[src/rtl/mem_port_arbiter.sv]
// Two-port (fetch / load-store) arbiter in front of a single byte-addressed data memory.
// Optional misaligned-access trap for the data port: define MEM_ARB_ALIGN_CHECK_EN.
module mem_port_arbiter #(
   parameter int             ADDR_W   = 8,
   parameter int             MAX_WAIT = 2,
   parameter logic [2:0]     IF_FUNC3 = 3'b010
) (
   input  logic              clk,
   input  logic              rst,
   input  logic              i_req,
   input  logic [ADDR_W-1:0] i_addr,
   output logic              i_done,
   output logic [31:0]       i_rdata,
   input  logic              d_req,
   input  logic              d_we,
   input  logic [2:0]        d_func3,
   input  logic [ADDR_W-1:0] d_addr,
   input  logic [31:0]       d_wdata,
   output logic              d_done,
   output logic [31:0]       d_rdata,
   output logic              d_err,
   output logic              mem_read,
   output logic              mem_write,
   output logic [2:0]        mem_func3,
   output logic [ADDR_W-1:0] mem_addr,
   output logic [31:0]       mem_wdata,
   input  logic [31:0]       mem_rdata
);

   typedef enum logic [1:0] {IDLE, ACCESS, RESP} state_t;

   localparam logic [3:0] MAX_WAIT_C = 4'(MAX_WAIT);

   state_t              state, state_nxt;
   logic                owner_d;
   logic [ADDR_W-1:0]   lat_addr;
   logic [2:0]          lat_func3;
   logic                lat_we;
   logic [31:0]         lat_wdata;
   logic                lat_mis;
   logic [3:0]          wait_cnt, wait_nxt;
   logic                grant_i, grant_d;
   logic                d_mis;

`ifdef MEM_ARB_ALIGN_CHECK_EN
   assign d_mis = ((d_func3[1:0] == 2'b01) && d_addr[0]) ||
                  ((d_func3[1:0] == 2'b10) && (d_addr[1:0] != 2'b00));
`else
   assign d_mis = 1'b0;
`endif

   // Requests are only looked at in IDLE; D wins conflicts until wait_cnt hits MAX_WAIT.
   always_comb begin
      state_nxt = state;
      wait_nxt  = wait_cnt;
      grant_i   = 1'b0;
      grant_d   = 1'b0;
      case (state)
         IDLE: begin
            if (d_req && (!i_req || (wait_cnt < MAX_WAIT_C))) begin
               grant_d   = 1'b1;
               state_nxt = ACCESS;
               if (i_req) wait_nxt = wait_cnt + 4'd1;
            end else if (i_req) begin
               grant_i   = 1'b1;
               wait_nxt  = 4'd0;
               state_nxt = ACCESS;
            end
         end
         ACCESS:  state_nxt = RESP;
         RESP:    state_nxt = IDLE;
         default: state_nxt = IDLE;
      endcase
   end

   always_ff @(posedge clk or posedge rst) begin
      if (rst) begin
         state     <= IDLE;
         wait_cnt  <= 4'd0;
         owner_d   <= 1'b0;
         lat_addr  <= '0;
         lat_func3 <= 3'b000;
         lat_we    <= 1'b0;
         lat_wdata <= 32'h0;
         lat_mis   <= 1'b0;
         i_rdata   <= 32'h0;
         d_rdata   <= 32'h0;
      end else begin
         state    <= state_nxt;
         wait_cnt <= wait_nxt;
         if (grant_d) begin
            owner_d   <= 1'b1;
            lat_addr  <= d_addr;
            lat_func3 <= d_func3;
            lat_we    <= d_we;
            lat_wdata <= d_wdata;
            lat_mis   <= d_mis;
         end else if (grant_i) begin
            owner_d   <= 1'b0;
            lat_addr  <= i_addr;
            lat_func3 <= IF_FUNC3;
            lat_we    <= 1'b0;
            lat_wdata <= 32'h0;
            lat_mis   <= 1'b0;
         end
         // A trapped load returns zero instead of whatever the bus shows.
         if (state == ACCESS && !lat_we) begin
            if (owner_d) d_rdata <= lat_mis ? 32'h0 : mem_rdata;
            else         i_rdata <= mem_rdata;
         end
      end
   end

   always_comb begin
      mem_read  = 1'b0;
      mem_write = 1'b0;
      mem_func3 = 3'b000;
      mem_addr  = '0;
      mem_wdata = 32'h0;
      if (state == ACCESS) begin
         mem_read  = !lat_we && !lat_mis;
         mem_write = lat_we && !lat_mis;
         mem_func3 = lat_func3;
         mem_addr  = lat_addr;
         mem_wdata = lat_we ? lat_wdata : 32'h0;
      end
   end

   assign i_done = (state == RESP) && !owner_d;
   assign d_done = (state == RESP) && owner_d;

`ifdef MEM_ARB_ALIGN_CHECK_EN
   assign d_err = d_done && lat_mis;
`else
   assign d_err = 1'b0;
`endif

endmodule

[config.mk]
export PLATFORM = sky130hd
export DESIGN_NAME = mem_port_arbiter
export DESIGN_NICKNAME = d
export VERILOG_FILES = /design/src/rtl/mem_port_arbiter.sv
export SDC_FILE = /design/constraint.sdc
export NUM_CORES = 1
export LEC_CHECK = 0
export BUFFER_PORTS_ARGS = -buffer_cell sky130_fd_sc_hd__buf_2
export CORE_MARGIN = 4
export CORE_UTILIZATION = 45
export CTS_BUF_LIST = sky130_fd_sc_hd__clkbuf_2 sky130_fd_sc_hd__clkbuf_4 sky130_fd_sc_hd__clkbuf_8
export DETAILED_ROUTE_END_ITERATION = 8
export GPL_TIMING_DRIVEN = 0
export PLACE_DENSITY = 0.88
export SLEW_MARGIN = 20
export SYNTH_ARGS = -nofsm -noshare
export SYNTH_HDL_FRONTEND = slang
export SYNTH_SLANG_ARGS = --single-unit
[constraint.sdc]
create_clock -name clk -period 4.5 [get_ports clk]
set_input_delay 0.225 -clock clk [delete_from_list [all_inputs] [get_ports clk]]
set_output_delay 0.225 -clock clk [all_outputs]
set_load 0.02 [all_outputs]
# After elaboration in Yosys (flattened, before gate mapping)
# Cells that the tools add are included.
[totals] reg_bits=116 inputBits=88 out_inout_bits=112 wordCells=60
[classes] addsub=1 magnitude_cmp=1 eq_ne=3 n_mux=28 bitwise_logic=1 n_reduce_logical=16
[op_table] cell="$mux W32" count=5
[op_table] cell="$mux W8" count=3
[op_table] cell="$mux W4" count=3
[op_table] cell="$mux W1" count=11
[op_table] cell="$mux W3" count=3
[op_table] cell="$logic_and A1 B1 Y1" count=6
[op_table] cell="$reduce_and A2 Y1" count=3
[op_table] cell="$add A4 B1 Y4 const B" count=1
[op_table] cell="$logic_not A1 Y1" count=4
[op_table] cell="$lt A4 B2 Y1 const B" count=1
[op_table] cell="$mux W2" count=2
[op_table] cell="$pmux W2 S2" count=1
[op_table] cell="$ne A3 B3 Y1 const B" count=1
[op_table] cell="$eq A2 B1 Y1 const B" count=1
[op_table] cell="$eq A2 B2 Y1 const B" count=1
[op_table] cell="$logic_not A2 Y1" count=1
[op_table] cell="$reduce_bool A2 Y1" count=1
[op_table] cell="$logic_or A1 B1 Y1" count=1
[op_table] cell="$not A1 Y1" count=1

# Longest topological paths before layout
[logic_depth] depth_word=7 mapped_depth=5 mapped_depth_nobuf=3

# Worst setup path before layout
# OpenSTA, ideal clock, no wires.
[synth_path] kind="register -> register" from="register state[1]" to="register d_rdata[0]" setup_ps=125 arrival_time_ps=1387 required_time_ps=4375 setup_slack_ps=2988 path_stages_with_launch=5 n_path_buf=1 period_less_slack_ps=1512 cell_sequence="dfrtp_1 -> nand2b_4 -> nor3b_4 -> buf_6 -> mux2_2"
[synth_via] elab_chain_len=3
[synth_rtl] element="start: declaration" line_no="34" rtl="state_t state, state_nxt;"
[synth_rtl] element="start signal: assignment" line_no="89" rtl="state <= state_nxt;"
[synth_rtl] element="$eq A2 B1 Y1" line_no="107" rtl="if (state == ACCESS && !lat_we) begin"
[synth_rtl] element="$logic_and A1 B1 Y1" line_no="107"
[synth_rtl] element="$reduce_and A2 Y1 (no source line)"
[synth_rtl] element="end signal: assignment" line_no="108" rtl="if (owner_d) d_rdata <= lat_mis ? 32'h0 : mem_rdata;"
[synth_rtl] element="end: declaration" line_no="20" rtl="output logic [31:0] d_rdata,"
# No other way between the ends.
# A chain may end at the register's enable or synchronous reset.

# Worst setup path in the final report
[layout_path] from="register state[1]" to="output mem_wdata[8]"
[layout_via] elab_chain_len=2
[layout_rtl] element="$eq A2 B1 Y1" line_no="120" rtl="if (state == ACCESS) begin"
[layout_rtl] element="$mux W32" line_no="120"
[layout_rtl] element="end: declaration" line_no="26" rtl="output logic [31:0] mem_wdata,"
# No other way between the ends.

==> impl_results.md <==
- Largest net degree at the start of global routing: 67
- Pwr dens: 776.3 nW/um^2
- Number of max-cap violations: 0
- Multiplexer share of the synthesized area: 15.28%
- Slowest cell delay on critical path: 0.43 ns
- First-pass GRT wire length: 18.73 mm
- Post-layout util: 62.02%
- Combinational cell fraction of total power: 43.4%
- Core ar.: 10280 sq um
- Flop pwr share: 37.2%
- Avg WL per Cell: 17.71 microns
- Max Freq: 444.4 MHz
- Outcome: finished, final reports clean
- Synth area leaders: dfrtp_1 (61%), mux2_2 (15%), a22o_1 (6.5%), and3_1 (4.4%), a221o_1 (1.7%)
- P_leak: 3.367 nW
- Ys Warns: 0
- Clock period minus worst slack: 2.250 ns
- Die H: 110.4 microns
- Routability congestion estimate: 0.7880
- Max Buffers Root-to-Sink: 2
- Initial DRT Pass Iterations: 4
- DRT iter0 DRCs: 196
- Die W: 110.4 microns
- Fin. Hold Viols: 0
- Hold crit path type: in2reg
- Clock group share of total power: 19.3%
- Via Count: 3630
- Crit path capture type: output port
- Final WL: 12.44 mm
- CTS tree: done
- Max FO, Critical Path: 10
- Final global-route overflow total: 0
- Sequential fraction of the synthesis area: 61.01%
- Detailed placement HPWL: 9.106 mm
- Sw Share: 39.32%
- CTS Buf Count: 17
- H-tree depth: 4
- Post-route DRC: 0
- Antenna violations before repair: 0
- Register bit count reported by yosys: 115
- Post-CTS sizing: 0
- Starting Density: 45.90%
- ANT nets after route: 0
- Fin. max-slew vios: 0
- P_sw: 1.945 mW
- Row count: 37
- CTS clk-pin slew, worst paths: 0.08 ns
- Largest family of logic cells by synthesized area: multiplexers
- Clk_skew: 0.008498 ns
- Finished Layout Cells: 702
- Mean area per synthesized cell: 14.34 sq um
- Worst EP arrival: 2.03 ns
- Diode count: 0
- Setup ws final: 2.250 ns
- Synth area leader: dfrtp_1
- Post-Synth XOR/XNOR Area: 0%
- Worst slew margin: 40.00%
- Nets@finish: 642
- CTS Sinks: 115
- Crit path buf inv count: 3
- Worst slew pin tran: 0.8940 ns
- Power, Total: 4.948 mW
- Area growth, synth to finish: 35.12%
- Peak VDD IR: 0.3619 mV
- Root Driver: clkbuf_8
- Critical path, cell by cell: nand2b_4, inv_1, clkbuf_1, and3_1, buf_2
- GRT Util Overall: 20.44%
- Kind of critical path: reg2out
- Critical-path top delay cell: dfrtp_1
- Post-Synth Simple-Gate Area: 10.16%
- Share of cells above drive strength 1: 56.54%
- RSZ-0062 raised after global routing: no
- Adder-cell area share of the yosys netlist: 0.2653%
- Family with the most delay on the worst path: buffers and inverters
- Internal: 3.003 mW
- Synth Cell Area: 4717 sq um
- DP Cell Count: 664
- Post-synth cell types: 34
- Via density per instance: 5.171
- Total Neg Setup Slack: 0 ns
- Compound-cell area share of the yosys netlist: 9.390%
- Hold_buf cts: 5
- Post-CTS Setup Bufs: 0
- Post-Synthesis Cells: 329
- Insertion delay to the later sink of the worst-skew pair: 0.42 ns
- Critical Path RT: 4.28 ns
- Syn Nets: 418
- Final Setup Violations: 0
- Final period util: 50.00%
- Die area: 12180 sq um
- Pre-CTS setup slack: 2.690 ns
- Crit path launch type: flip-flop
- I/O pin cnt: 200
- Most frequent cells in the layout: buf_2 (207), dfrtp_1 (115), mux2_2 (62)
- Post-synth top area share: 61.01%
- IO buf count: 198
- Most common cell after layout, fill and taps aside: buf_2
- Vias in the first global route: 3727
-- routing by layer --
layer	GRT usage, %	share of wire (%)	vias to the layer above
met5	0	0	-
met4	5.541	0.97	0
met3	6.581	8.5	13
met2	34.27	49	169
met1	25.57	42	1791
li1	-	-	1657
-- metrics by stage --
stage / cell area, sq um / hold slack [ns]
3_3_place_gp: 5878 / 0.4487
3_5_place_dp: 5911 / 0.2866
4_1_cts: 6364 / 0.000007494
6_report: 6374 / 0.02762
5_1_grt: 6374 / 0.003517
2_1_floorplan: 4717 / 0.3597
-- path summary, 6_finish.rpt --
check                                             start                   endpoint  slack, ns  cells after the start
worst max-delay path               state[1]$_DFFE_PP0P_               mem_wdata[8]       2.25                      5
worst min-delay path                        d_wdata[29]  lat_wdata[29]$_DFFE_PP0P_       0.03                      2
worst max register to register     state[0]$_DFFE_PP0P_    lat_addr[2]$_DFFE_PP0P_       2.79                      4
worst min register to register  i_rdata[20]$_DFFE_PP0P_    i_rdata[20]$_DFFE_PP0P_       0.49                      1
max in group asynchronous                           rst  lat_wdata[19]$_DFFE_PP0P_       3.41                      4
min in group asynchronous                           rst     i_rdata[1]$_DFFE_PP0P_       0.40                      3
-- synth_stat cells --
master / instances
nor4b_4: 1
buf_6: 5
inv_1: 6
a21oi_1: 1
ha_1: 1
dfrtp_1: 115
o21ai_1: 1
a221o_1: 8
nor2_2: 1
mux2_1: 2
clkbuf_1: 7
nor2_1: 2
nor4b_2: 1
and3b_1: 1
a31o_2: 1
nor3_4: 1
conb_1: 1
mux2_2: 62
nor3b_4: 1
or3b_4: 1
a22o_1: 35
nor3b_1: 9
buf_2: 9
o21ai_0: 1
nand2b_4: 1
a21o_1: 1
nand2_1: 1
nand3_1: 1
a22oi_1: 1
a32o_1: 1
o31ai_1: 1
and2_1: 12
and3_1: 33
buf_4: 4
-- sequential cells by signal, summed over array words and instances (netlist names) --
register	count
owner_d	1
lat_wdata	32
lat_we	1
i_rdata	32
lat_func3	3
lat_addr	8
d_rdata	32
wait_cnt	4
state	2
-- final cells by class --
type,instances,area (sq um)
inverters,6,27.53
well taps,136,170.2
multi-input cells,183,1659
plain buffers,25,157.7
fillers,792,3904
repair buffers,205,1079
clock inverters,14,155.1
flip-flops and latches,115,2878
clock buffers,18,247.7
-- cell families (layout without fill, tap and decap cells) --
kind of cell,count (synthesis),count (layout)
and+or+nand+nor,66,66
adders and majority gates,1,1
buffers and inverters,31,268
AOI/OAI and AO/OA,51,51
muxes,64,64
DFF,115,115
other,1,1
-- power groups by stage --
stage | clock, mW | sequential, mW | combinational [mW]
5_1_grt | 1.04 | 1.90 | 2.33
2_1_floorplan | 0 | 2.16 | 1.11
6_report | 0.957 | 1.84 | 2.15
4_1_cts | 0.984 | 1.84 | 2.18
3_5_place_dp | 0 | 1.85 | 2.18
3_3_place_gp | 0 | 1.82 | 2.10
-- worst register-to-register path, stage by stage (launching register included) --
cell	delay (ns)
dfrtp_1	0.45
nor2_2	0.19
o21ai_1	0.34
buf_2	0.31
a221o_1	0.32
Power figures use the tool's default switching activity.
